<file path="src/rtl/cnn_acc_pkg.sv">
// Shared types and geometry helpers for the CNN accelerator weight path.
// Beat/matrix sizing is derived from element width, beat width and kernel geometry.
package cnn_acc_pkg;

    typedef enum logic [1:0] {
        IDLE  = 2'd0,
        LOAD  = 2'd1,
        DRAIN = 2'd2
    } state_t;

    function automatic int package_len(input int fw, input int dw);
        return dw / fw;
    endfunction

    function automatic int matrix_len(input int ms, input int ks);
        return ms * ks * ks;
    endfunction

    function automatic int package_num(input int fw, input int dw, input int ms, input int ks);
        return matrix_len(ms, ks) / package_len(fw, dw);
    endfunction

endpackage

</file>
<file path="src/rtl/weight_bank_ctrl_bank_status.sv">
// Ping-pong bank bookkeeping: full flags plus write/read bank pointers; updates land next edge.
// Set needs an empty write bank and clear needs a full read bank, so both may apply together.
module bank_status (
    input  logic       clk_i,
    input  logic       rstn_i,
    input  logic       set_i,
    input  logic       clr_i,
    output logic [1:0] full_o,
    output logic       wr_bank_o,
    output logic       rd_bank_o
);

    logic [1:0] full_q, full_d;
    logic       wr_q, wr_d;
    logic       rd_q, rd_d;
    logic       clr;

    // A done request against an empty read bank is dropped.
    assign clr = clr_i && full_q[rd_q];

    always_comb begin
        full_d = full_q;
        wr_d   = wr_q;
        rd_d   = rd_q;
        if (set_i) begin
            full_d[wr_q] = 1'b1;
            wr_d         = ~wr_q;
        end
        if (clr) begin
            full_d[rd_q] = 1'b0;
            rd_d         = ~rd_q;
        end
    end

    always_ff @(posedge clk_i) begin
        if (!rstn_i) begin
            full_q <= 2'b00;
            wr_q   <= 1'b0;
            rd_q   <= 1'b0;
        end else begin
            full_q <= full_d;
            wr_q   <= wr_d;
            rd_q   <= rd_d;
        end
    end

    assign full_o    = full_q;
    assign wr_bank_o = wr_q;
    assign rd_bank_o = rd_q;

endmodule

</file>
<file path="src/rtl/weight_bank_ctrl.sv">
// Sequences weight beats into the ping-pong weight matrix; shift enable is combinational on handshake.
// rd_ready_o drops while the write bank is still full; done pulses are registered (one cycle late).
module weight_bank_ctrl
    import cnn_acc_pkg::*;
#(
    parameter int FW = 16,
    parameter int DW = 512,
    parameter int MS = 32,
    parameter int KS = 3,
    parameter int GW = 16
) (
    input  logic          clk_i,
    input  logic          rstn_i,
    input  logic          start_i,
    input  logic [GW-1:0] mat_num_i,
    input  logic          rd_valid_i,
    output logic          rd_ready_o,
    output logic          wm_en_o,
    output logic          wm_sel_w_o,
    output logic          wm_sel_r_o,
    output logic          wt_valid_o,
    input  logic          wt_done_i,
    output logic          busy_o,
    output logic          load_done_o,
    output logic          layer_done_o
);

    localparam int            PACKAGE_NUM = package_num(FW, DW, MS, KS);
    localparam int            PW          = (PACKAGE_NUM > 1) ? $clog2(PACKAGE_NUM) : 1;
    localparam logic [PW-1:0] PKG_LAST    = PW'(PACKAGE_NUM - 1);

    state_t        state_q, state_d;
    logic [PW-1:0] pkg_cnt_q, pkg_cnt_d;
    logic [GW-1:0] mat_cnt_q, mat_cnt_d;
    logic [GW-1:0] mat_num_q, mat_num_d;
    logic          load_done_q, load_done_d;
    logic          layer_done_q, layer_done_d;

    logic [1:0]    full;
    logic          wr_bank;
    logic          rd_bank;
    logic          accept;
    logic          fill_set;

    assign rd_ready_o = (state_q == LOAD) && !full[wr_bank];
    assign accept     = rd_valid_i && rd_ready_o;
    assign fill_set   = accept && (pkg_cnt_q == PKG_LAST);

    bank_status u_bank_status (
        .clk_i     (clk_i),
        .rstn_i    (rstn_i),
        .set_i     (fill_set),
        .clr_i     (wt_done_i),
        .full_o    (full),
        .wr_bank_o (wr_bank),
        .rd_bank_o (rd_bank)
    );

    always_comb begin
        state_d      = state_q;
        pkg_cnt_d    = pkg_cnt_q;
        mat_cnt_d    = mat_cnt_q;
        mat_num_d    = mat_num_q;
        load_done_d  = 1'b0;
        layer_done_d = 1'b0;
        unique case (state_q)
            IDLE: begin
                if (start_i) begin
                    mat_num_d = mat_num_i;
                    pkg_cnt_d = '0;
                    mat_cnt_d = '0;
                    state_d   = (mat_num_i == '0) ? DRAIN : LOAD;
                end
            end
            LOAD: begin
                if (fill_set) begin
                    pkg_cnt_d = '0;
                    if (mat_cnt_q == mat_num_q - GW'(1)) begin
                        load_done_d = 1'b1;
                        state_d     = DRAIN;
                    end else begin
                        mat_cnt_d = mat_cnt_q + GW'(1);
                    end
                end else if (accept) begin
                    pkg_cnt_d = pkg_cnt_q + PW'(1);
                end
            end
            DRAIN: begin
                // Layer ends only once the compute side has released both banks.
                if (full == 2'b00) begin
                    layer_done_d = 1'b1;
                    state_d      = IDLE;
                end
            end
            default: state_d = IDLE;
        endcase
    end

    always_ff @(posedge clk_i) begin
        if (!rstn_i) begin
            state_q      <= IDLE;
            pkg_cnt_q    <= '0;
            mat_cnt_q    <= '0;
            mat_num_q    <= '0;
            load_done_q  <= 1'b0;
            layer_done_q <= 1'b0;
        end else begin
            state_q      <= state_d;
            pkg_cnt_q    <= pkg_cnt_d;
            mat_cnt_q    <= mat_cnt_d;
            mat_num_q    <= mat_num_d;
            load_done_q  <= load_done_d;
            layer_done_q <= layer_done_d;
        end
    end

    assign wm_en_o      = accept;
    assign wm_sel_w_o   = wr_bank;
    assign wm_sel_r_o   = rd_bank;
    assign wt_valid_o   = full[rd_bank];
    assign busy_o       = (state_q != IDLE);
    assign load_done_o  = load_done_q;
    assign layer_done_o = layer_done_q;

endmodule

</file>
<file path="config.mk">
export PLATFORM = sky130hd
export DESIGN_NAME = weight_bank_ctrl
export DESIGN_NICKNAME = d
export VERILOG_FILES = /design/src/rtl/cnn_acc_pkg.sv /design/src/rtl/weight_bank_ctrl_bank_status.sv /design/src/rtl/weight_bank_ctrl.sv
export SDC_FILE = /design/constraint.sdc
export NUM_CORES = 1
export LEC_CHECK = 0
export CELL_PAD_IN_SITES_DETAIL_PLACEMENT = 0
export CELL_PAD_IN_SITES_GLOBAL_PLACEMENT = 1
export CORE_MARGIN = 1.5
export CORE_UTILIZATION = 39
export CTS_BUF_LIST = sky130_fd_sc_hd__clkbuf_8
export CTS_CLUSTER_DIAMETER = 60
export CTS_CLUSTER_SIZE = 8
export DETAILED_ROUTE_END_ITERATION = 10
export PLACE_DENSITY = 0.81
export SLEW_MARGIN = 20
export SYNTH_ARGS = -nofsm -noshare
export SYNTH_HDL_FRONTEND = slang
export SYNTH_SLANG_ARGS = --single-unit
</file>
<file path="constraint.sdc">
create_clock -name clk_i -period 2.6 [get_ports clk_i]
set_input_delay 0.52 -clock clk_i [delete_from_list [all_inputs] [get_ports clk_i]]
set_output_delay 0.52 -clock clk_i [all_outputs]
set_load 0.02 [all_outputs]
</file>
==> flow_summary.yaml <==
timing:
  final-setup-viol-count: 0
  setup_ws_final_ns: 0.0683
  slew_viol_final: 0
  grt_setup_unrepaired: "true"
  timing.max_slew.rel_slack_pct: 74.9
  max_slew.worst_pin.slew_ns: 0.376
  period_share_pct: 97.4
  clock_skew_ns: 0.00671
  max_freq_mhz: 395
  hold_viol: 0
  final_critical_path_required_period_ns: 2.53
critical_path:
  path_cells: "or4_4 > nor2_4 > mux2i_1 > o211ai_2 > and4_4 > a211o_1 > or3_1 > a21oi_1"
  crit_fanout: 6
  critPathLaunchType: "flop"
  cpMaxStageDelayCell: "or4_4"
  critical_path.n_buffers_inverters: 0
  path_class: "flop to flop"
  critical_path.endpoint_type: "flop"
  timing.critical_path.required_ns: 2.84
  max_stage_delay_ns: 0.60
  path_delay_family: "simple AND/OR/NAND/NOR gates"
  timing.critical_path.arrival_ns: 2.78
clocking:
  clk_root_buffer_cell: "clkbuf_8"
  cts_inserted_buffers: 5
  clock_sinks: 44
  clk_transition_reported_paths_ns: 0.08
  clock_tree.buffer_depth: 2
  tritoncts: "yes"
  later_pin_clock_latency_in_the_skew_report_ns: 0.31
  h-tree-depth: 2
synth:
  synth_seq_cells: 44
  yosysTopAreaCell: "dfxtp_1"
  postSynth.asyncResetShare_pct: 0
  synthesis.instances: 313
  synthesis.yosys.warnings: 0
  synth.yosys.seq_area_share_pct: 34.6
  count_of_flip_flops_with_a_built_in_enable_after_synthesis: 0
  synth_cell_type_count: 54
  syn-mean-instance-area_um2: 8.13
  postSynthNetCount: 338
  synth_top_flop_cell: "dfxtp_1"
  synthDominantCellAreaShare_pct: 34.6
  synth_area_leaders: "dfxtp_1 (35%), nand2_1 (8.3%), a21oi_1 (6.3%)"
  mappedNetlistArea_um2: 2550
global_route:
  grt_max_degree: 24
  globalRoute.totalOverflow: 0
  grt_util_all_layers_pct: 18.1
  number_of_global_route_vias_before_repair: 2200
  grt_pass1_wl_um: 10300
  antenna_violations_before_repair: 0
place:
  gp_routability_congestion: 0.788
  io_buffer_count: 28
  detailed_place_hpwl_um: 4400
  dp_worst_setup_slack_ns: -0.0141
floorplanning:
  initial_utilization_pct: 40.3
  die-area_um2: 7020
  io_pins: 29
  core_region_area_um2: 6310
  row_count: 29
  dieWidth_um: 83.8
  die_h_um: 83.8
pwr:
  power.leakage_uw: 0.00129
  vdd_drop_max_v: 0.000320
  power_density_nw_per_um2: 477
  total_power_uw: 1520
status:
  outcome: "completed"
cells_and_area:
  layout_cells_sized_above_1_pct: 16.8
  num_antenna_cells: 0
  number_of_nets_in_the_final_layout: 381
  most_frequent_cells_in_the_layout: "nand2_1 (56), dfxtp_1 (42), a21oi_1 (32), clkdlybuf4s50_1 (28), nor2_1 (26)"
  layout.filler_cells: 628
  most_common_cell_after_layout_fill_and_taps_aside: "nand2_1"
  area.growth.synth_to_final_pct: 25.1
flow_run:
  max_cap_viol_count: 0
drt:
  total_routed_wire_length_on_the_met1_layer_um: 2910
  detail-route-antenna-nets: 0
  drc: 0
  avgRoutedWirePerCell_um: 13.7
  dr.pass1.iters: 4
  drt-vias-per-instance: 5.28
  via_count: 2293
  route.met3.wl_um: 186
  wl_met2_um: 2800
  detail_route.iter0.violations: 132
  highest-signal-layer: "met4"
  wirelength_um: 5970
min_path:
  holdCritPathClass: "flop to flop"
-- final timing paths --
check	startpoint	endpoint	slack (ns)	depth (start not counted)
min	mat_num_q[15]$_SDFFE_PN0P_	mat_num_q[15]$_SDFFE_PN0P_	0.48	2
max reg2reg	mat_num_q[1]$_SDFFE_PN0P_	mat_cnt_q[11]$_SDFFE_PN0P_	0.07	8
min reg2reg	mat_num_q[15]$_SDFFE_PN0P_	mat_num_q[15]$_SDFFE_PN0P_	0.48	2
max	mat_num_q[1]$_SDFFE_PN0P_	mat_cnt_q[11]$_SDFFE_PN0P_	0.07	8
-- state kept, by name (all words and copies together), names as in the netlist --
signal                   flops
u_bank_status.wr_bank_o      1
mat_cnt_q                   16
load_done_o                  1
u_bank_status.rd_bank_o      1
mat_num_q                   16
layer_done_o                 1
pkg_cnt_q                    4
state_q                      2
u_bank_status.full_o         2
-- cells by family after synthesis --
family	after synthesis	synth area share [%]
compound gates	68	18.5
xor+xnor	26	8.94
fa+ha+maj	4	1.97
buf+inv	22	4.13
flops	44	34.6
mux	5	2.06
simple gates	144	29.8
-- through the flow --
step / utilization (%) / hold WS (ns) / setup TNS [ns] / cells / area, um^2
after floorplan: - / 0.448 / 0 / 313 / 2550
after CTS: 49.2 / 0.478 / 0 / 432 / 3100
after global routing: 50.4 / 0.510 / -0.190 / 434 / 3180
final: 50.4 / 0.479 / 0 / 434 / 3180
after detailed placement: 47.5 / 0.467 / -0.0264 / 423 / 3000
after global placement: 47.5 / 0.462 / 0 / 423 / 3000
-- layout make-up --
cell class	instances	area (um^2)	share of cell area (%)
Multi-Input combinational cell	247	1620	51.0
Sequential cell	44	886	27.8
Timing Repair Buffer	49	452	14.2
Tap cell	77	96.3	3.03
Clock buffer	6	82.6	2.59
Inverter	9	33.8	1.06
Clock inverter	2	11.3	0.354
-- where the power goes --
group | internal (uW) | switching, uW | total [uW]
Sequential | 691 | 24.7 | 716
Clock | 212 | 238 | 450
Combinational | 174 | 177 | 351
Total | 1080 | 440 | 1520
-- cells in the mapped netlist (4+ instances only) --
master / number
nand2b_1: 5
nand2_1: 56
nor2_1: 27
a21oi_1: 32
ha_1: 4
a31o_2: 4
xor2_1: 15
dfxtp_1: 44
and3_1: 6
nand3_1: 6
a31o_1: 5
nor3_1: 5
inv_1: 8
nand3b_1: 4
nor4_1: 5
clkbuf_1: 10
xnor2_1: 11
o21ai_0: 6
-- metal layers --
layer | global-route usage, % | vias up
li1 | - | 1191
met2 | 29.4 | 44
met1 | 24.6 | 1053
met3 | 3.36 | 5
met4 | 4.92 | 0
met5 | 0 | -
-- tightest hold or removal path: stages (launching register included) --
cell     delay [ns]
dfxtp_1        0.33
nand2_1        0.06
a21oi_1        0.05
-- timing repair --
| action | in CTS | in global routing |
|---|---|---|
| hold endpoints to repair | 0 | 0 |
| gates resized for setup | 1 | 16 |
| setup buffers | 1 | 1 |
| setup endpoints to repair | 4 | 16 |
| hold buffers | 0 | 0 |
| pin swaps | 1 | 6 |
| gates cloned | 0 | 1 |
Note: power is estimated with default switching activity, not from simulation.
